<file path="src/rtl/xcvr_tx_width_down_converter.sv">
// xcvr_tx_width_down_converter
// ----------------------------------------------------------------------------
// Buffers wide pattern-generator words (RATIO x OUT_W bits) and serialises
// each one into RATIO narrow lanes for the transceiver TX parallel interface.
// In free-run mode the consumer is treated as always ready and IDLE_WORD is
// emitted whenever the buffer runs dry; each such idle lane is counted.
//
// Ports:
//   clk, reset_n    single clock, asynchronous active-low reset
//   in_data/valid   wide word from the pattern generator
//   in_ready        buffer can accept (not full)
//   out_data/valid  registered narrow lane towards the XCVR
//   out_ready       consumer accepts out_data (ignored while free_run=1)
//   free_run        always-read consumer emulation with idle insertion
//   clr_cnt         synchronous clear of underflow_cnt
//   empty, full     registered buffer status
//   fill_level      words currently held (an entry stays until its last lane)
//   underflow_cnt   saturating count of idle lanes emitted
// ----------------------------------------------------------------------------
module xcvr_tx_width_down_converter #(
    parameter int               OUT_W     = 64,
    parameter int               RATIO     = 2,
    parameter int               DEPTH     = 4,
    parameter int               MSB_FIRST = 0,
    parameter logic [OUT_W-1:0] IDLE_WORD = '0,
    parameter int               CNT_W     = 16
) (
    input  logic                       clk,
    input  logic                       reset_n,
    input  logic [RATIO*OUT_W-1:0]     in_data,
    input  logic                       in_valid,
    output logic                       in_ready,
    output logic [OUT_W-1:0]           out_data,
    output logic                       out_valid,
    input  logic                       out_ready,
    input  logic                       free_run,
    input  logic                       clr_cnt,
    output logic                       empty,
    output logic                       full,
    output logic [$clog2(DEPTH):0]     fill_level,
    output logic [CNT_W-1:0]           underflow_cnt
);

    localparam int AW = $clog2(DEPTH);
    localparam int LW = (RATIO > 1) ? $clog2(RATIO) : 1;

    typedef logic [RATIO-1:0][OUT_W-1:0] word_t;

    word_t            mem_r [DEPTH];
    logic [AW-1:0]    wr_ptr_r;
    logic [AW-1:0]    rd_ptr_r;
    logic [AW:0]      fill_level_r;
    logic             empty_r;
    logic             full_r;
    logic [LW-1:0]    lane_ptr_r;
    logic [OUT_W-1:0] out_data_r;
    logic             out_valid_r;
    logic [CNT_W-1:0] underflow_cnt_r;

    logic             push_s;
    logic             load_en_s;
    logic             last_lane_s;
    logic             pop_s;
    logic             idle_s;
    logic [LW-1:0]    lane_sel_s;
    logic [AW:0]      fill_next_s;
    word_t            head_word_s;

    // Handshake decode, lane selection and next fill level.
    always_comb begin
        push_s      = in_valid && !full_r;  // no pass-through: full blocks even with a pop
        load_en_s   = !out_valid_r || out_ready || free_run;
        last_lane_s = (lane_ptr_r == LW'(RATIO - 1));
        pop_s       = load_en_s && !empty_r && last_lane_s;
        idle_s      = load_en_s && empty_r && free_run;
        lane_sel_s  = (MSB_FIRST != 0) ? (LW'(RATIO - 1) - lane_ptr_r) : lane_ptr_r;
        head_word_s = mem_r[rd_ptr_r];
        fill_next_s = fill_level_r + (AW+1)'(push_s) - (AW+1)'(pop_s);
    end

    // Word storage; data only, validity is tracked by the pointers.
    always_ff @(posedge clk) begin
        if (push_s) begin
            mem_r[wr_ptr_r] <= in_data;
        end
    end

    // Buffer pointers and registered occupancy flags.
    always_ff @(posedge clk or negedge reset_n) begin
        if (!reset_n) begin
            wr_ptr_r     <= '0;
            rd_ptr_r     <= '0;
            fill_level_r <= '0;
            empty_r      <= 1'b1;
            full_r       <= 1'b0;
        end else begin
            if (push_s) begin
                wr_ptr_r <= wr_ptr_r + AW'(1);
            end
            if (pop_s) begin
                rd_ptr_r <= rd_ptr_r + AW'(1);
            end
            fill_level_r <= fill_next_s;
            empty_r      <= (fill_next_s == '0);
            full_r       <= (fill_next_s == (AW+1)'(DEPTH));
        end
    end

    // Output lane register; empty implies lane_ptr==0, so idles land on word boundaries.
    always_ff @(posedge clk or negedge reset_n) begin
        if (!reset_n) begin
            out_data_r  <= '0;
            out_valid_r <= 1'b0;
            lane_ptr_r  <= '0;
        end else if (load_en_s) begin
            if (!empty_r) begin
                out_data_r  <= head_word_s[lane_sel_s];
                out_valid_r <= 1'b1;
                lane_ptr_r  <= last_lane_s ? '0 : lane_ptr_r + LW'(1);
            end else if (free_run) begin
                out_data_r  <= IDLE_WORD;
                out_valid_r <= 1'b1;
            end else begin
                out_valid_r <= 1'b0;
            end
        end
    end

    // Saturating idle-lane counter; clear wins over a same-cycle increment.
    always_ff @(posedge clk or negedge reset_n) begin
        if (!reset_n) begin
            underflow_cnt_r <= '0;
        end else if (clr_cnt) begin
            underflow_cnt_r <= '0;
        end else if (idle_s && (underflow_cnt_r != '1)) begin
            underflow_cnt_r <= underflow_cnt_r + CNT_W'(1);
        end
    end

    assign in_ready      = !full_r;
    assign out_data      = out_data_r;
    assign out_valid     = out_valid_r;
    assign empty         = empty_r;
    assign full          = full_r;
    assign fill_level    = fill_level_r;
    assign underflow_cnt = underflow_cnt_r;

endmodule
</file>
<file path="config.mk">
export PLATFORM = sky130hd
export DESIGN_NAME = xcvr_tx_width_down_converter
export DESIGN_NICKNAME = d
export VERILOG_FILES = /design/src/rtl/xcvr_tx_width_down_converter.sv
export SDC_FILE = /design/constraint.sdc
export NUM_CORES = 1
export LEC_CHECK = 0
export ABC_CLOCK_PERIOD_IN_PS = 4100
export CAP_MARGIN = 5
export CELL_PAD_IN_SITES_DETAIL_PLACEMENT = 1
export CELL_PAD_IN_SITES_GLOBAL_PLACEMENT = 2
export CORE_ASPECT_RATIO = 0.7
export CORE_MARGIN = 3
export CORE_UTILIZATION = 40
export DETAILED_ROUTE_END_ITERATION = 6
export GPL_TIMING_DRIVEN = 0
export PLACE_DENSITY = 0.85
export SYNTH_ARGS = -nofsm -noshare
export SYNTH_HDL_FRONTEND = slang
export SYNTH_SLANG_ARGS = --single-unit
</file>
<file path="constraint.sdc">
create_clock -name clk -period 4.1 [get_ports clk]
set_input_delay 0.615 -clock clk [delete_from_list [all_inputs] [get_ports clk]]
set_output_delay 0.615 -clock clk [all_outputs]
set_load 0.1 [all_outputs]
</file>
==> results.toml, run 1 <==
[sta]
slew_headroom_pct = 28.5
setup_viol_count_final = 0
rsz0062_at_grt = "false"
hold_violations = 0
fin_worst_skew_ns = 0.0334
max_freq_ghz = 0.287
layout_setup_ws_ns = 0.615
worstMarginPinSlew_ns = 1.07
report.final.slew_viol_count = 0
fin_crit_sh_pct = 85.0
post-route-min-period_ns = 3.49

[worst_hold_path]
min_path_type = "input port to flip-flop"

[worst_setup_path]
worst-path-max-fanout = 10
required_ns = 4.60
rrSetupSlack_ns = 0.77
criticalPathCategory = "input port to flip-flop"
worstSetupEndpointType = "flip-flop"
cp-start-kind = "input port"
crit_arrival_ns = 3.99

[global_route]
grt.overflow.total = 0
grt_start_max_net_pins = 56
grt_pass1_vias = 12700
antenna_found_initial = 6
grt_usage_pct = 17.9
grt_pass1_wl_microns = 80300

[synth]
ys_ff_latch = 603
syn_area_sq_um = 22600
synth_edf_count = 512
synth.most_common_cell = "edfxtp_1"
synth_xor_area_share_pct = 0.271
synth_common_cells = "edfxtp_1, mux4_2, dfrtp_1"
synthSimpleGateAreaFrac_pct = 1.61
synth_top_family_by_area = "multiplexers"
ys_types = 43
ys_async_sr_fraction_pct = 15.1
yosysTopAreaCellShare_pct = 68.0
ys_seq_area_share_pct = 78.0
synth_top_area_cell = "edfxtp_1"
synth_nets = 1230
synth.area.top_cells = "edfxtp_1, mux4_2, dfrtp_1"
synth_compound_area_share_pct = 4.39
yosys_most_used_dff = "edfxtp_1"
yosysWarnings = 0
synthAdderAreaFrac_pct = 0.476
postSynthAreaPerCell_sq_um = 20.8
synthCells = 1088
muxShareOfSynthArea_pct = 12.8

[drt]
drc = 0
routedWlPerCell_microns = 24.6
first_iter_violations = 910
drtPass1Iterations = 4
vias = 11500
drt_wl_total_microns = 53200
via_per_inst = 5.32
ant_nets = 0

[pwr]
power.density_nw_per_um2 = 776
p_sw_share_pct = 37.1
p_comb_share_pct = 37.2
p_switching_uw = 8000
power_leakage_uw = 0.00934
p_int_uw = 13600
p_seq_share_pct = 39.4
vdd_ir_drop_max_mv = 0.462
p_clk_share_pct = 23.4

[job]
cap_violations = 0

[clocking]
cts_root_buf = "clkbuf_16"
insertion_delay_ns = 0.61
cts_tree = "yes"
cts_hold_buf = 1
cts_setup_buffers = 0
clkSinkCount = 603
cts_inserted_buffers = 56
clk_pin_slew_ns = 0.07
postCtsResizedCells = 0
clockBufferDepth = 3
htree_num_levels = 2

[floorplanning]
start_util_pct = 40.7
die_x_microns = 290
die_h_microns = 205
coreArea_sq_um = 55600
row_count = 72
die-area_sq_um = 59500
pin_count = 221

[run_status]
status = "finished clean"

[cells_and_area]
post-route-util_pct = 50.0
finalNetCount = 1518
area_delta_synth_final_pct = 22.9
layout-drive-gt1-share_pct = 18.2

[placed_design]
dp_hpwl_microns = 34200
io_buffers = 219
pre_cts_ws_ns = -0.00549
gp_congestion = 0.744
[registers in the layout (all words and copies together), names as in the netlist]
register	count
out_data	64
out_valid	1
fill_level	3
rd_ptr_r	2
empty	1
full	1
lane_ptr_r	1
mem_r	512
wr_ptr_r	2
underflow_cnt	16
[critical path, stage by stage]
cell and delay [ns]:
clkdlybuf4s50_1 0.46, or3b_1 0.45, and3b_1 0.20, clkbuf_1 0.13, clkbuf_1 0.43, ha_1 0.46
inv_1 0.04, ha_1 0.19, fa_1 0.41, xnor2_1 0.21, xnor2_1 0.19, nor3b_1 0.20
[power by group through the flow]
| stage | combinational [uW] | clock, uW | sequential (uW) |
|---|---|---|---|
| final | 8030 | 5050 | 8510 |
| after global routing | 8570 | 5430 | 8610 |
| after CTS | 8200 | 5180 | 8520 |
| after detailed placement | 8150 | 0 | 8640 |
| after global placement | 7880 | 0 | 8670 |
| after floorplan | 3340 | 0 | 10900 |
[layout by cell type (no fill, tap or decap), types with 4 or more instances in the layout]
cell type / count
buf_2: 14
buf_1: 10
clkbuf_8: 6
clkbuf_1: 42
clkdlybuf4s50_1: 218
xnor2_1: 5
o21ai_1: 57
nand3_1: 5
clkbuf_16: 56
edfxtp_1: 512
or3_1: 8
o31ai_1: 5
dfrtp_1: 90
inv_1: 72
and2_4: 4
nand4_1: 6
nand2_1: 6
or4_1: 4
a22oi_1: 64
buf_16: 9
a21oi_1: 14
mux4_2: 128
ha_1: 7
buf_6: 7
clkinv_2: 13
o21ai_0: 17
[cell families after synthesis]
family,Yosys count
buffers and inverters,127
adders and majority gates,8
xor gates and xnor gates,7
AOI/OAI and AO/OA,159
muxes,129
DFF,603
and+or+nand+nor,55
[cell type report]
| class | count | area [sq um] |
|---|---|---|
| Antenna cell | 2 | 5.00 |
| Buffer | 55 | 280 |
| Clock buffer | 82 | 1560 |
| Clock inverter | 23 | 211 |
| Fill cell | 5058 | 27800 |
| Inverter | 72 | 270 |
| Multi-Input combinational cell | 358 | 4430 |
| Sequential cell | 603 | 17700 |
| Tap cell | 740 | 926 |
| Timing Repair Buffer | 230 | 2470 |
[per-stage QoR]
stage / total power, uW / hold slack (ns) / setup TNS (ns) / instances / area, sq um
5_1_grt: 22600 / 0.455 / 0 / 2163 / 27800
2_1_floorplan: 14300 / 0.319 / 0 / 1088 / 22600
4_1_cts: 21900 / 0.371 / 0 / 2163 / 27800
6_report: 21600 / 0.402 / 0 / 2165 / 27800
3_3_place_gp: 16500 / 0.476 / -572.72 / 2047 / 25700
3_5_place_dp: 16800 / 0.515 / -0.00549 / 2057 / 26000
[final timing paths]
| check | from | to | cells past startpoint |
|---|---|---|---|
| max | free_run | full | 12 |
| max in group asynchronous | reset_n | out_data[37] | 3 |
| min | clr_cnt | underflow_cnt[5] | 2 |
| min reg2reg | out_data[20] | out_data[20] | 2 |
| max reg2reg | out_valid | full | 11 |
| min in group asynchronous | reset_n | underflow_cnt[7] | 2 |
[metal layers]
metal	GRT usage (%)	share of wire, %	up-vias
met2	29.4	48	281
li1	-	-	4998
met5	0	0.11	-
met3	3.97	5.6	74
met4	4.05	1.7	8
met1	24.9	44	6158
Power figures use the tool's default switching activity.
==> inputs of run 2 (changes only) <==
--- a/config.mk
+++ b/config.mk
@@ -9,7 +9,6 @@
 export CAP_MARGIN = 5
 export CELL_PAD_IN_SITES_DETAIL_PLACEMENT = 1
 export CELL_PAD_IN_SITES_GLOBAL_PLACEMENT = 2
-export CORE_ASPECT_RATIO = 0.7
 export CORE_MARGIN = 3
 export CORE_UTILIZATION = 40
 export DETAILED_ROUTE_END_ITERATION = 6
==> run 2 against run 1 <==
Clock skew shrank 0.011 ns. Sequential cell count is the same. Register-to-register slack lost 0.10 ns. Critical path type unchanged. Via count shrank 0.23%. Cell count grew 0.97%. Global-route usage grew 0.46 points. Largest cell class unchanged. Setup slack lost 0.080 ns. Hold slack lost 0.028 ns. Sequential power is essentially flat. Critical endpoint unchanged. Wire length grew 2.0%.
==> results.toml, run 2 (same netlist as run 1, synthesis figures left out) <==
[run_status]
status = "finished clean"

[floorplanning]
die_x_microns = 244
start_util_pct = 40.7
coreArea_sq_um = 55500
pin_count = 221
die-area_sq_um = 59400
die_h_microns = 244
row_count = 86

[pwr]
p_clk_share_pct = 25.7
vdd_ir_drop_max_mv = 0.514
p_seq_share_pct = 38.3
p_sw_share_pct = 36.5
p_comb_share_pct = 35.9
p_int_uw = 14100
power_leakage_uw = 0.00949
power.density_nw_per_um2 = 790
p_switching_uw = 8120

[sta]
setup_viol_count_final = 0
post-route-min-period_ns = 3.57
hold_violations = 0
holdWs_ns = 0.373
worstMarginPinSlew_ns = 1.11
max_freq_ghz = 0.281
fin_crit_sh_pct = 87.0
slew_headroom_pct = 25.8
rsz0062_at_grt = "false"
fin_worst_skew_ns = 0.0221
report.final.slew_viol_count = 0
layout_setup_ws_ns = 0.535

[placed_design]
dp_hpwl_microns = 34200
pre_cts_ws_ns = -0.165
gp_congestion = 0.752
io_buffers = 219

[global_route]
antenna_found_initial = 10
grtUsageMet1_pct = 24.1
busiest_layer = "met2"
met2_usage_pct = 31.5
grt.overflow.total = 0
use_met3_pct = 3.98
grt_usage_pct = 18.4
grt_start_max_net_pins = 68
grt_pass1_wl_microns = 82000
grt_pass1_vias = 12800

[worst_setup_path]
cp-start-kind = "input port"
worstSetupEndpointType = "flip-flop"
required_ns = 4.61
criticalPathCategory = "input port to flip-flop"
max_stage_delay_ns = 0.47
rr_startpoint = "out_valid"
crit_chain = "clkdlybuf4s50_1 -> or3b_1 -> and3b_1 -> clkbuf_1 -> clkbuf_1 -> ha_1 -> inv_1 -> ha_1 -> fa_1 -> xnor2_1 -> xnor2_1 -> nor3b_1"
crit_start = "free_run"
worst_path_max_delay_cell = "or3b_1"
crit_arrival_ns = 4.08
worst-path-max-fanout = 10

[cells_and_area]
area_delta_synth_final_pct = 24.5
regMostFlops = "mem_r"
multiInputGateArea_sq_um = 4430
layout_common_cells = "edfxtp_1, clkdlybuf4s50_1, mux4_2"
finalNetCount = 1523
layout-drive-gt1-share_pct = 19.2
mostFrequentLayoutCell = "edfxtp_1"
num-fill-cells = 5091
regArea_sq_um = 17700
largest_reg_flops = 512

[drt]
routedWlPerCell_microns = 24.8
via_per_inst = 5.26
vias = 11500
drt_wl_total_microns = 54300
drtPass1Iterations = 5
ant_nets = 0
drc = 0
first_iter_violations = 943

[clocking]
clkSinkCount = 603
cts_hold_buf = 1
insertion_delay_ns = 0.64
htree_num_levels = 2
cts_inserted_buffers = 61
postCtsResizedCells = 0
clockBufferDepth = 3
cts_setup_buffers = 0
clk_pin_slew_ns = 0.06
cts_tree = "yes"
cts_root_buf = "clkbuf_16"

[job]
cap_violations = 0

[worst_hold_path]
min_path_type = "input port to flip-flop"
hp-start = "clr_cnt"
==> run 2: area by class of cell <==
class	instances	area share [%]
inverter	72	0.959
buffer	55	0.995
sequential	603	62.7
multi-input combinational	358	15.7
clock inverter	29	1.30
clock buffer	87	6.23
antenna	4	0.0355
tap	748	3.32
timing repair buffer	230	8.75
==> run 2: final timing paths <==
path                               endpoint  slack [ns]  cells past startpoint
max                                    full        0.53                     12
min                        underflow_cnt[2]        0.37                      2
max reg2reg                            full        0.67                     11
min reg2reg                    out_data[11]        0.52                      2
max in group asynchronous      out_data[31]        2.95                      3
min in group asynchronous  underflow_cnt[9]        0.44                      2
==> run 2: metrics by stage <==
stage          total power [uW]  std cells  TNS [ns]  utilization [%]  area, sq um
5_1_grt                   23300       2184         0             50.7        28200
2_1_floorplan             14300       1088         0                -        22600
3_3_place_gp              16500       2055   -610.72             46.4        25800
4_1_cts                   22600       2182         0             50.7        28200
6_report                  22300       2186         0             50.7        28200
3_5_place_dp              16800       2065    -0.165             46.9        26000
==> run 2: metal layers <==
metal | vias up | share of wire [%]
li1 | 5009 | -
met4 | 12 | 2.1
met5 | - | 0.15
met2 | 304 | 51
met3 | 94 | 5.3
met1 | 6074 | 41
==> run 2: power by group through the flow <==
stage | clock (uW) | combinational, uW | sequential (uW)
global route | 6090 | 8530 | 8660
detailed placement | 0 | 8130 | 8660
CTS | 5870 | 8180 | 8550
finish | 5730 | 7990 | 8530
floorplan | 0 | 3340 | 10900
global placement | 0 | 7830 | 8690
==> run 2: critical path: cells and delay by family <==
family | cells | cell delay (ns)
fa+ha+maj | 3 | 1.03
simple gates | 3 | 0.99
xor+xnor | 2 | 0.41
buf+inv | 4 | 1.04
